File: src/rtl/countdown_timer.sv
// countdown_timer
//   Loadable down-counter with IDLE / RUN / DONE control. While running, each
//   tick strobe decrements the count. In one-shot mode the final decrement
//   ends in DONE. In periodic mode the final decrement reloads the count and
//   the counter keeps running. Every terminal decrement emits a one-cycle
//   tc pulse.
//
// Ports
//   clk       rising-edge clock
//   reset     synchronous, active-high reset
//   load      capture load_val into the reload register and count; go IDLE
//   load_val  reload / start value (WIDTH bits)
//   start     begin a countdown from the reload value (IDLE or DONE only)
//   stop      abort a running countdown; count holds its value
//   tick      decrement strobe, effective only in RUN
//   mode      0 = one-shot, 1 = periodic; latched when start is accepted
//   count     current counter value (registered)
//   busy      high while in RUN (registered)
//   done      high while in DONE (registered)
//   tc        terminal-count pulse, one cycle (registered)
module countdown_timer #(
    parameter int unsigned WIDTH = 8
) (
    input  logic             clk,
    input  logic             reset,
    input  logic             load,
    input  logic [WIDTH-1:0] load_val,
    input  logic             start,
    input  logic             stop,
    input  logic             tick,
    input  logic             mode,
    output logic [WIDTH-1:0] count,
    output logic             busy,
    output logic             done,
    output logic             tc
);

    typedef enum logic [1:0] {
        IDLE,
        RUN,
        DONE
    } state_t;

    state_t           state;
    logic [WIDTH-1:0] reload_reg;
    logic             mode_q;

    localparam logic [WIDTH-1:0] ONE = WIDTH'(1);

    // Input priority: reset > load > stop > start > tick.
    // busy/done are written alongside every state change, so they always
    // mirror the registered state without any extra decode delay.
    always_ff @(posedge clk) begin
        if (reset) begin
            state      <= IDLE;
            count      <= '0;
            reload_reg <= '0;
            mode_q     <= 1'b0;
            busy       <= 1'b0;
            done       <= 1'b0;
            tc         <= 1'b0;
        end else begin
            // tc is high only in the cycle after a terminal decrement.
            tc <= 1'b0;

            if (load) begin
                reload_reg <= load_val;
                count      <= load_val;
                state      <= IDLE;
                busy       <= 1'b0;
                done       <= 1'b0;
            end else if (stop && (state == RUN)) begin
                // Stop also wins over a coincident final tick: no tc.
                state <= IDLE;
                busy  <= 1'b0;
            end else if (start && (state != RUN) && (reload_reg != '0)) begin
                count  <= reload_reg;
                mode_q <= mode;
                state  <= RUN;
                busy   <= 1'b1;
                done   <= 1'b0;
            end else if ((state == RUN) && tick) begin
                if (count == ONE) begin
                    tc <= 1'b1;
                    if (mode_q) begin
                        count <= reload_reg;
                    end else begin
                        count <= '0;
                        state <= DONE;
                        busy  <= 1'b0;
                        done  <= 1'b1;
                    end
                end else if (count != '0) begin
                    count <= count - ONE;
                end
            end
        end
    end

endmodule

File: config.mk
export PLATFORM = sky130hd
export DESIGN_NAME = countdown_timer
export DESIGN_NICKNAME = d
export VERILOG_FILES = /design/src/rtl/countdown_timer.sv
export SDC_FILE = /design/constraint.sdc
export NUM_CORES = 1
export LEC_CHECK = 0
export ABC_AREA = 1
export CAP_MARGIN = 20
export CORE_MARGIN = 10
export CORE_UTILIZATION = 40
export CTS_BUF_LIST = sky130_fd_sc_hd__clkbuf_4 sky130_fd_sc_hd__clkbuf_8
export DETAILED_ROUTE_END_ITERATION = 6
export DONT_BUFFER_PORTS = 1
export RECOVER_POWER = 100
export SLEW_MARGIN = 40
export SYNTH_ARGS = -nofsm -noshare
export SYNTH_HDL_FRONTEND = slang
export SYNTH_SLANG_ARGS = --single-unit
File: constraint.sdc
create_clock -name clk -period 1.94 [get_ports clk]
set_input_delay 0.388 -clock clk [delete_from_list [all_inputs] [get_ports clk]]
set_output_delay 0.388 -clock clk [all_outputs]
set_load 0.01 [all_outputs]
# Yosys cells after proc, flatten, opt, wreduce, memory -nomap -nowiden
# Index checks and enable logic that the tools add are counted.
[word_totals]
out_inout_bits = 11
ff_bits = 22
elab_cells = 57
[classes]
n_addsub = 1
reduce_logical = 19
bitwise = 4
n_eq_ne = 5
muxes = 20
[op_table]
columns = ["operator", "n"]
rows = [
  ["2-to-1 mux 8 bit", 7],
  ["nonzero test 8 bit", 2],
  ["2-to-1 mux 1 bit", 13],
  ["AND reduction 3 bit", 4],
  ["equality test 8 x 1 -> 1 bit, second input constant", 1],
  ["subtractor 8 x 1 -> 8 bit, second input constant", 1],
  ["OR reduction 5 bit", 1],
  ["logical AND 1 bit", 4],
  ["inequality test 2 x 1 -> 1 bit, second input constant", 2],
  ["inverter 1 bit", 4],
  ["AND reduction 4 bit", 1],
  ["nonzero test 2 bit", 2],
  ["nonzero test 4 bit", 1],
  ["OR reduction 4 bit", 1],
  ["nonzero test 3 bit", 1],
  ["OR reduction 3 bit", 1],
  ["equality test 2 x 1 -> 1 bit, second input constant", 1],
  ["inequality test 2 bit, second input constant", 1],
  ["OR reduction 2 bit", 1],
]

# Depth between registers and ports, before layout
# Gate-level depths: netlist of the first run.
[logic_depth]
depth_word = 7
ltp_mapped = 12

# Worst setup path after synthesis of the first run
# No wires, ideal clock.
[synth_path]
path_kind = "register -> register"
startpoint = "reg count[1]"
endpoint = "reg count[2]"
arrival_time_ns = 1.377
n_path_buf = 1
path_stages_with_launch = 12
setup_slack_ns = 0.448
cell_sequence = "dfxtp_1 inv_1 ha_1 inv_2 nand2_1 nor2_1 nand2_1 nand2_1 nand3_4 buf_6 o21ai_1 nor2_1"
[synth_between]
elab_chain_len = 7
[synth_lines]
columns = ["element", "line_no", "text"]
rows = [
  ["start, declared", "32", "output logic [WIDTH-1:0] count,"],
  ["start signal, assigned", "68", "count <= load_val;"],
  ["start signal, assigned", "77", "count <= reload_reg;"],
  ["start signal, assigned", "86", "count <= reload_reg;"],
  ["subtractor 8 x 1 -> 8 bit", "94", "count <= count - ONE;"],
  ["2-to-1 mux 8 bit", "93", "end else if (count != '0) begin"],
  ["2-to-1 mux 8 bit", "83", "if (count == ONE) begin"],
  ["2-to-1 mux 8 bit", "82", "end else if ((state == RUN) && tick) begin"],
  ["2-to-1 mux 8 bit", "76", "end else if (start && (state != RUN) && (reload_reg != '0)) begin"],
  ["2-to-1 mux 8 bit", "72", "end else if (stop && (state == RUN)) begin"],
  ["2-to-1 mux 8 bit", "66", "if (load) begin"],
]
# Parallel ways exist; a longest one is shown, timed or not. The select of a mux whose other input is x is not followed.
# A chain may end at the register's enable or synchronous reset.

# Final worst setup path of the first run
[layout_path]
startpoint = "reg reload_reg[0]"
endpoint = "reg count[5]"
[layout_between]
elab_chain_len = 5
[layout_lines]
columns = ["element", "line_no", "text"]
rows = [
  ["start, declared", "45", "logic [WIDTH-1:0] reload_reg;"],
  ["start signal, assigned", "67", "reload_reg <= load_val;"],
  ["nonzero test 8 bit *", "76", ""],
  ["logical AND 1 bit *", "76", ""],
  ["2-to-1 mux 8 bit", "76", ""],
  ["2-to-1 mux 8 bit", "72", ""],
  ["2-to-1 mux 8 bit", "66", ""],
]
# Every way passes the cells marked *; elsewhere a longest branch is shown, timed or not. The select of a mux whose other input is x is not followed.

==> impl_metrics.py, run 1 <==
metrics = {
    "status": {
        "status": "finished, final reports clean",
    },
    "layout": {
        "final_cells": 218,
        "post-route-util": 0.441,
        "nFillCells": 304,
        "nets": 206,
        "num_antenna_cells": 0,
        "drive_gt1_frac": 0.0749,
        "area_growth_pct": 3.32,
        "multiInputGateArea_um2": 694,
        "register_area_um2": 420,
    },
    "route": {
        "wl_met2_um": 1260,
        "topRoutingLayerUsed": "met4",
        "dr_total_vias": 1104,
        "wl_um": 2880,
        "ant_nets": 0,
        "dr.pass1.iters": 4,
        "dr_wl_met3_um": 260,
        "vias_per_cell": 5.06,
        "drt_iter0_drc": 39,
        "wl_per_cell_um": 13.2,
        "wl_met1_um": 1340,
        "drcViolationCount": 0,
    },
    "logic_synthesis": {
        "synth.avg_cell_area_um2": 6.46,
        "synth.net_count": 205,
        "ys_warn_count": 0,
        "synthCells": 187,
        "yosys-top-cells-area": "dfxtp_1 35%, nand2_1 16%, nor2_1 11%, nand3_1 9.1%, a21oi_1 4.6%",
        "synth_top_cell_area_share": 0.348,
        "synth_top_area_cell": "dfxtp_1",
        "synth.distinct_cells": 23,
        "syn-cell-area_um2": 1210,
        "ys_seq_area_frac": 0.348,
        "synth_seq_cells": 21,
    },
    "timing": {
        "final-setup-viol-count": 0,
        "post-route-min-period_ns": 1.67,
        "finalHoldViolations": 0,
        "slew_viol_final": 0,
        "worstMarginPinSlew_ns": 0.422,
        "slew_headroom": 0.718,
        "min_period_over_period": 0.858,
        "rsz0062_at_grt": "false",
        "timing.setup.tns_ns": 0,
        "fmax_ghz": 0.601,
        "fin_skew_ns": 0.00319,
    },
    "clock_tree": {
        "clockBufferDepth": 2,
        "cts_made_buffers": 3,
        "cts.repair.resized": 0,
        "hold_buffers": 0,
        "cts_tree": "yes",
        "htree_num_levels": 1,
        "clk_latency_ns": 0.30,
        "cts_root_buffer": "clkbuf_4",
        "cts_setup_buffers": 0,
        "clk_pin_slew_ns": 0.11,
        "clock-sinks": 21,
    },
    "grt": {
        "gr-total-overflow": 0,
        "grt_pass1_vias": 1073,
        "grt_max_degree": 17,
        "grt_antenna_before_repair": 0,
        "grt_pass1_wl_um": 4860,
        "grt_use_total": 0.110,
    },
    "placed_design": {
        "numPlacedInstances": 214,
        "place_hpwl_um": 2270,
        "place_congestion": 0.835,
        "numPortBuffers": 0,
    },
    "run": {
        "maxCapViolations": 0,
    },
    "power_and_ir_drop": {
        "power_mw": 1.00,
        "p_per_area_nw_per_um2": 803,
        "vdd_ir_drop_max_uv": 285,
        "leakage_nw": 0.555,
    },
    "hold_path": {
        "hold_path_class": "input port to flop",
        "min_path_cells": 1,
        "min-delay-start": "reset",
        "min_to": "reload_reg[0]$_SDFFE_PP0P_",
    },
    "critical_path": {
        "cpPeakStageDelay_ns": 0.39,
        "r2r-end": "count[5]$_SDFFE_PP0P_",
        "cp.arrival_ns": 1.87,
        "crit_chain": "nor2_1, nand2_1, o21ai_4, nand2_1, nand3_1, nand2_1, nor2_1, nor2_1",
        "worstSetupStartpointType": "flop",
        "crit_path_end_kind": "flop",
        "r2r-start": "reload_reg[0]$_SDFFE_PP0P_",
        "cp_max_fo": 15,
        "required_ns": 2.14,
        "slowest_stage": "o21ai_4",
        "r2r_setup_slack_ns": 0.27,
        "ff2ff_path_depth": 8,
        "startpoint": "reload_reg[0]$_SDFFE_PP0P_",
        "critPathKind": "flop to flop",
    },
    "floorplanning": {
        "coreArea_um2": 2830,
        "ioPinCount": 26,
        "start_util": 0.427,
        "die_x_um": 74.9,
        "die_area_um2": 5620,
        "die_h_um": 74.9,
        "num_rows": 19,
    },
}
## power by group
part	total (mW)	switching (mW)	internal [mW]	leakage (nW)
Sequential	0.508	0.0445	0.463	0.173
Combinational	0.272	0.175	0.0963	0.363
Clock	0.222	0.128	0.0940	0.0184
## worst max-delay path by stage
| stage | endpoint |
|---|---|
| 2_1_floorplan | count[2]$_SDFFE_PP0P_ |
| 3_3_place_gp | count[7]$_SDFFE_PP0P_ |
| 3_5_place_dp | count[5]$_SDFFE_PP0P_ |
| 4_1_cts | count[7]$_SDFFE_PP0P_ |
| 5_1_grt | count[0]$_SDFFE_PP0P_ |
| 6_report | count[5]$_SDFFE_PP0P_ |
## synth_stat cells
master / instances
xor2_1: 4
nand3_4: 1
nand3b_1: 1
o21ai_4: 1
a21boi_1: 1
nand2_1: 51
nand2_2: 1
o21ai_1: 9
buf_1: 1
o21ai_0: 2
dfxtp_1: 21
nor2_1: 34
a21oi_1: 11
a21oi_2: 1
ha_1: 3
clkbuf_1: 2
inv_1: 9
nor3_1: 2
nand3_1: 22
buf_4: 1
inv_2: 7
buf_6: 1
nor2_4: 1
## kinds of logic after synthesis
logic type / Yosys count / synth area share
AOI/OAI and AO/OA: 25 / 0.118
DFF: 21 / 0.348
adders and majority gates: 3 / 0.0311
and+or+nand+nor: 113 / 0.399
xor gates and xnor gates: 4 / 0.0290
buffers and inverters: 21 / 0.0746
## layout by cell type, fill, tap and decap left out, types with 2 or more instances in the layout
cell type / instances
a21oi_1: 11
clkbuf_4: 4
dfxtp_1: 21
ha_1: 3
inv_1: 9
inv_2: 6
nand2_1: 52
nand3_1: 22
nor2_1: 34
nor3_1: 2
o21ai_0: 2
o21ai_1: 9
xor2_1: 4
## cell type report
type	count	area share
clock buffer	4	0.0241
inverter	16	0.0481
multi-input combinational	145	0.557
sequential	21	0.337
tap	31	0.0311
timing repair buffer	1	0.00301
## routing by layer
metal  track usage  vias up
li1              -      596
met1         0.134      478
met2         0.174       28
met3        0.0460        2
met4        0.0252        0
met5             0        -
## critical path, delay by kind of cell (launching register included)
family	cells	cell delay [ns]
AOI/OAI and AO/OA	1	0.39
DFF	1	0.34
and+or+nand+nor	7	0.84
## per-stage QoR
| stage | hold slack, ns | worst slack, ns | area, um^2 |
|---|---|---|---|
| after floorplan | 0.449 | 0.448 | 1210 |
| after global placement | 0.459 | 0.364 | 1220 |
| after detailed placement | 0.460 | 0.344 | 1220 |
| after CTS | 0.130 | 0.315 | 1250 |
| after global routing | 0.111 | 0.0652 | 1250 |
| final | 0.136 | 0.275 | 1250 |
Power figures use the tool's default switching activity.
==> run 2, diff against run 1 <==
RECOVER_POWER = not set   (was 100)
==> impl_metrics.py, run 2 (synthesis gave the netlist of run 1 again) <==
metrics = {
    "route": {
        "wl_per_cell_um": 13.2,
        "wl_um": 2890,
        "drt_iter0_drc": 41,
        "drcViolationCount": 0,
        "dr.pass1.iters": 4,
        "ant_nets": 0,
        "vias_per_cell": 5.08,
        "dr_total_vias": 1107,
    },
    "power_and_ir_drop": {
        "vdd_ir_drop_max_uv": 285,
        "power_mw": 1.01,
        "p_per_area_nw_per_um2": 802,
        "leakage_nw": 0.560,
    },
    "timing": {
        "finalHoldViolations": 0,
        "slew_headroom": 0.709,
        "timing.setup.tns_ns": 0,
        "rsz0062_at_grt": "false",
        "slew_viol_final": 0,
        "worstMarginPinSlew_ns": 0.435,
        "min_period_over_period": 0.837,
        "fin_skew_ns": 0.00330,
        "final-setup-viol-count": 0,
        "post-route-min-period_ns": 1.62,
        "fmax_ghz": 0.615,
    },
    "grt": {
        "grt_use_total": 0.110,
        "met3_usage": 0.0460,
        "use_met2": 0.174,
        "grt_busiest_layer": "met2",
        "grt_antenna_before_repair": 0,
        "grt_max_degree": 17,
        "gr-total-overflow": 0,
        "use_met1": 0.134,
        "grt_pass1_wl_um": 4860,
        "grt_pass1_vias": 1073,
    },
    "critical_path": {
        "r2r_setup_slack_ns": 0.32,
        "cp.arrival_ns": 1.87,
        "crit_chain": "inv_1, ha_1, inv_2, nand2_1, nor2_1, nand2_1, nand2_1, nand3_4, nand3_1, nor2_1, nor2_1",
        "slowest_stage": "dfxtp_1",
        "required_ns": 2.19,
        "crit_path_end_kind": "flop",
        "cp_max_fo": 16,
        "cpPeakStageDelay_ns": 0.43,
        "worstSetupStartpointType": "flop",
        "critPathKind": "flop to flop",
        "crit_family": "simple AND/OR/NAND/NOR gates",
        "path_buf_inv": 2,
    },
    "floorplanning": {
        "start_util": 0.427,
        "ioPinCount": 26,
        "die_x_um": 74.9,
        "coreArea_um2": 2830,
        "num_rows": 19,
        "die_area_um2": 5620,
        "die_h_um": 74.9,
    },
    "layout": {
        "register_area_um2": 420,
        "nFillCells": 302,
        "post-route-util": 0.443,
        "multiInputGateArea_um2": 697,
        "num_antenna_cells": 0,
        "nets": 206,
        "layout_common_cells": "51 x nand2_1, 34 x nor2_1, 22 x nand3_1",
        "final_common_cell": "nand2_1",
        "area_growth_pct": 3.83,
        "drive_gt1_frac": 0.0909,
    },
    "clock_tree": {
        "clock-sinks": 21,
        "htree_num_levels": 1,
        "cts.repair.resized": 0,
        "cts_tree": "yes",
        "hold_buffers": 0,
        "cts_root_buffer": "clkbuf_4",
        "cts_made_buffers": 3,
        "clk_latency_ns": 0.30,
        "clockBufferDepth": 2,
        "cts_setup_buffers": 0,
        "clk_pin_slew_ns": 0.11,
    },
    "status": {
        "status": "finished, final reports clean",
    },
    "placed_design": {
        "numPortBuffers": 0,
        "place_congestion": 0.835,
        "place_hpwl_um": 2270,
    },
    "hold_path": {
        "hold_path_class": "input port to flop",
    },
    "run": {
        "maxCapViolations": 0,
    },
}
run 2: area by class of cell:
cell class,count,area share
multi-input cells,145,0.556
flip-flops and latches,21,0.335
inverters,16,0.0479
well taps,31,0.0309
clock buffers,4,0.0240
repair buffers,1,0.00599
run 2: layer usage:
layer	part of all wire	wire (um)
met3	0.094	270
met5	0	0
met4	0.0055	16
met2	0.44	1270
met1	0.46	1330
run 2: path summary, 6_finish.rpt:
kind,startpoint,endpoint,cells after the start
setup / recovery,count[1]$_SDFFE_PP0P_,count[7]$_SDFFE_PP0P_,11
hold / removal,reset,reload_reg[0]$_SDFFE_PP0P_,1
hold reg to reg,reload_reg[7]$_SDFFE_PP0P_,reload_reg[7]$_SDFFE_PP0P_,2
setup reg to reg,count[1]$_SDFFE_PP0P_,count[7]$_SDFFE_PP0P_,11
run 2: power by group:
part / internal, mW / switching, mW / leakage [nW]
Clock: 0.0940 / 0.129 / 0.0184
Combinational: 0.0988 / 0.176 / 0.368
Sequential: 0.463 / 0.0446 / 0.173
Total: 0.656 / 0.350 / 0.560
run 2: stage by stage:
stage | instances | hold WS, ns | setup slack [ns] | instance area [um^2]
2_1_floorplan | 187 | 0.449 | 0.448 | 1210
3_3_place_gp | 214 | 0.459 | 0.364 | 1220
3_5_place_dp | 214 | 0.460 | 0.344 | 1220
4_1_cts | 218 | 0.130 | 0.315 | 1250
5_1_grt | 218 | 0.111 | 0.107 | 1250
6_report | 218 | 0.135 | 0.315 | 1250
